[src/rtl/rf_write_arbiter.sv]
// rf_write_arbiter: shares the register-file write port between pipeline WB and a buffered long-latency unit
module rf_write_arbiter #(
    parameter int DEPTH        = 4,
    parameter int STARVE_LIMIT = 8
) (
    input  logic        clk,
    input  logic        rst,
    input  logic        wb_valid,
    input  logic [4:0]  wb_addr,
    input  logic [31:0] wb_data,
    input  logic        lu_valid,
    output logic        lu_ready,
    input  logic [4:0]  lu_addr,
    input  logic [31:0] lu_data,
    input  logic [4:0]  id_rs1_addr,
    input  logic [4:0]  id_rs2_addr,
    input  logic [4:0]  id_rd_addr,
    output logic        rf_we,
    output logic [4:0]  rf_waddr,
    output logic [31:0] rf_wdata,
    output logic        pend_hazard,
    output logic        stall_req,
    output logic        collision_err
);
    localparam int AW = $clog2(DEPTH);
    localparam int CW = AW + 1;
    localparam int SW = $clog2(STARVE_LIMIT + 1);

    logic [4:0]       addr_q [DEPTH];
    logic [31:0]      data_q [DEPTH];
    logic [DEPTH-1:0] vld;
    logic [AW-1:0]    wr_ptr, rd_ptr;
    logic [CW-1:0]    count;
    logic [SW-1:0]    starve;
    logic             full, empty, wb_wr, push, pop, buf_hit, wb_hit;

    function automatic logic id_match(input logic [4:0] a);
        return a != '0 && (a == id_rs1_addr || a == id_rs2_addr || a == id_rd_addr);
    endfunction

    always_comb begin
        full        = count == CW'(DEPTH);
        empty       = count == '0;
        lu_ready    = !rst && !full;
        push        = lu_valid && lu_ready && lu_addr != '0;
        wb_wr       = !rst && wb_valid && wb_addr != '0;
        pop         = !rst && !wb_wr && !empty;
        rf_we       = wb_wr || pop;
        rf_waddr    = wb_wr ? wb_addr : pop ? addr_q[rd_ptr] : '0;
        rf_wdata    = wb_wr ? wb_data : pop ? data_q[rd_ptr] : '0;
        stall_req   = !rst && (starve == SW'(STARVE_LIMIT) || full);
    end

    // Entries are tracked by a valid bit so hazard/collision compares need no pointer arithmetic
    always_comb begin
        buf_hit = 1'b0;
        wb_hit  = 1'b0;
        for (int i = 0; i < DEPTH; i++) begin
            buf_hit = buf_hit || (vld[i] && id_match(addr_q[i]));
            wb_hit  = wb_hit || (vld[i] && addr_q[i] == wb_addr);
        end
        pend_hazard = !rst && (buf_hit || (push && id_match(lu_addr)));
    end

    always_ff @(posedge clk) begin
        if (push) begin
            addr_q[wr_ptr] <= lu_addr;
            data_q[wr_ptr] <= lu_data;
        end
    end

    always_ff @(posedge clk) begin
        if (rst) begin
            vld           <= '0;
            wr_ptr        <= '0;
            rd_ptr        <= '0;
            count         <= '0;
            starve        <= '0;
            collision_err <= 1'b0;
        end else begin
            if (push) begin
                vld[wr_ptr] <= 1'b1;
                wr_ptr      <= wr_ptr + 1'b1;
            end
            if (pop) begin
                vld[rd_ptr] <= 1'b0;
                rd_ptr      <= rd_ptr + 1'b1;
            end
            count         <= count + CW'(push) - CW'(pop);
            starve        <= (pop || empty) ? '0 : (starve == SW'(STARVE_LIMIT)) ? starve : starve + 1'b1;
            collision_err <= collision_err || (wb_wr && wb_hit);
        end
    end
endmodule

[config.mk]
export PLATFORM = sky130hd
export DESIGN_NAME = rf_write_arbiter
export DESIGN_NICKNAME = d
export VERILOG_FILES = /design/src/rtl/rf_write_arbiter.sv
export SDC_FILE = /design/constraint.sdc
export NUM_CORES = 1
export LEC_CHECK = 0
export CAP_MARGIN = 20
export CORE_MARGIN = 1.5
export CORE_UTILIZATION = 45
export CTS_CLUSTER_DIAMETER = 80
export DETAILED_ROUTE_END_ITERATION = 6
export PLACE_DENSITY = 0.73
export RECOVER_POWER = 100
export SYNTH_ARGS = -nofsm -noshare
export SYNTH_HDL_FRONTEND = slang
export SYNTH_SLANG_ARGS = --single-unit
[constraint.sdc]
create_clock -name clk -period 3.5 [get_ports clk]
set_input_delay 0.525 -clock clk [delete_from_list [all_inputs] [get_ports clk]]
set_output_delay 0.525 -clock clk [all_outputs]
set_load 0.05 [all_outputs]
==> impl_metrics.ini <==
[outcome]
outcome = completed

[logic_synthesis]
synth_top_cells_by_area = edfxtp_1, mux4_2, xor2_1
ys_types = 37
syn_area_um2 = 7903
synth_area_leader_cell = edfxtp_1
synth_top_cell_area_share = 0.5624
synth_seq_cells = 166
ys.warnings.count = 0
yosysSeqAreaShare = 0.6080
syn-num-nets = 628
synthCells = 522
post_synth.cell_area_avg_um2 = 15.14

[die]
io_pins = 135
dieWidth_um = 135.5
dieArea_um2 = 18370
fp.dieH_um = 135.5
coreArea_um2 = 17240
start_util = 0.4585
num_rows = 48

[worst_setup_path]
max_stage_delay_ns = 0.56
cp_top_family = buffers and inverters
crit_fanout = 15
worstSetupStartpointType = primary input
worstSetupPathType = primary input to output pin
worstPathRequired_ns = 2.97
critPathSlowestCell = dlygate4sd3_1
cp_data_arrival_time_ns = 2.77
crit_path_end_kind = output pin
crit_buf_inv = 3
path_cells = dlygate4sd3_1 -> or4_1 -> o21a_2 -> nor3_4 -> buf_4 -> a22o_1 -> buf_12

[timing]
fin_worst_skew_ns = 0.009784
rsz0062_at_grt = false
report.final.slew_viol_count = 0
hold_viol = 0
finalCritPeriodShare = 0.9417
setup_viol_count_final = 0
fmax_mhz = 303.4
fin_crit_ns = 3.296
maxSlewHeadroom = 0.2688
setup_tns_ns = 0
worst_pin_slew_ns = 1.096

[final_layout]
finalNetCount = 740
finalInstanceArea_um2 = 10340
synthToLayoutAreaGrowth_pct = 30.89
fill_cells = 1305
drive_gt1_frac = 0.1963

[grt]
grt_overflow = 0
antenna_found_initial = 1
first_global_vias = 5063
grt_first_pass_wirelength_um = 28010
grt_usage = 0.2058
grt_max_degree = 39

[placed_design]
routabilityCongestion = 0.8982
dpl_cell_area_um2 = 9786
port_buffers = 134
dp_hpwl_um = 12080

[power_and_ir_drop]
p_leak_nw = 3.456
p_total_mw = 6.252
ir_worst_vdd_uv = 395.6
power_density_nw_per_um2 = 604.4

[min_path]
hold_path_class = register to register

[clock_tree]
cts_root_buf = clkbuf_16
clock_latency_ns = 0.41
clock_path_buffers = 2
cts_setup_buffers = 0
cts_tree = built
cts_buffers = 17
cts.sinks = 166
clkTransAtPathRegs_ns = 0.06
cts_hold_buf = 0
cts_resized = 0
cts_max_level = 4

[drt]
drc = 0
drt-total-wl_um = 17740
num_vias = 4778
route.detailed.vias_per_inst = 5.473
dr.first_iter.drc_count = 236
avgRoutedWirePerCell_um = 20.32
postRouteAntennaNets = 0
drt-pass1-iter-count = 6

[run]
cap_violations = 0
[report_power, final]
group	internal, mW	switching [mW]
registers	2.30	0.102
logic	1.01	1.09
clock network	1.05	0.707
total	4.35	1.90
[path summary, 6_finish.rpt]
kind / cells after the start / slack (ns) / startpoint / to
setup / recovery: 7 / 0.20 / wb_addr[1] / rf_wdata[23]
hold / removal: 1 / 0.50 / collision_err / collision_err
setup reg to reg: 5 / 0.83 / count[1] / data_q[2][19]
hold reg to reg: 1 / 0.50 / collision_err / collision_err
[synth_stat cells, drive strengths merged]
cell    count
a211oi      4
a21oi       5
a22o       37
a31oi       3
a41oi       1
and2        4
and3        1
buf        15
clkbuf     44
dfxtp      18
edfxtp    148
fa          1
ha         12
inv        11
mux4       37
nand2       4
nand3      19
nor2       10
nor2b       3
nor3       18
nor3b       1
nor4        4
o21a        1
o21ai       3
o21ba       1
o221ai      3
o311a       1
o31ai       5
or2         1
or3         1
or4         5
xnor2      45
xor2       56
[flip-flops by register name, summed over array words and instances, names as in the netlist, named ones only]
register       count
collision_err      1
addr_q            20
data_q           128
rd_ptr             2
wr_ptr             2
vld                4
count              3
starve             4
[metal layers]
layer	vias up	global-route usage	routed length [µm]
met4	0	0.08483	338
li1	2199	-	-
met2	157	0.3549	9371
met3	25	0.04302	883
met5	-	0	0
met1	2397	0.2528	7149
[kinds of logic after synthesis]
group                      share of synthesized area
adders and majority gates                    0.02153
muxes                                         0.1054
and+or+nand+nor                              0.04877
buffers and inverters                        0.03942
xor gates and xnor gates                      0.1119
AOI/OAI and AO/OA                            0.06492
DFF                                           0.6080
[metrics by stage]
step	util	hold WS, ns	worst slack, ns	instances
after global routing	0.6000	0.5253	0.1358	872
final	0.6001	0.4982	0.2039	873
after global placement	0.5677	0.4735	0.3721	839
after CTS	0.6004	0.5042	0.3317	871
after floorplan	-	0.4863	0.2996	522
after detailed placement	0.5677	0.4893	0.3223	839
[cell type report]
cell class	instances	area, µm²	share of cell area
repair buffers	152	1857	0.1795
clock inverters	13	130.1	0.01258
clock buffers	19	432.9	0.04185
diodes	1	2.502	0.0002419
well taps	225	281.5	0.02722
flip-flops and latches	166	4807	0.4647
multi-input cells	286	2791	0.2699
inverters	11	41.29	0.003992
[cell usage in the layout, fill, tap and decap left out, types with 19 or more instances in the layout]
cell type and n:
a22o_1 37, xor2_1 56, nand3_1 19, dlygate4sd3_1 41
edfxtp_1 148, clkdlybuf4s50_1 54, xnor2_1 45, mux4_2 37
buf_12 40
(Power assumes the default switching activity.)
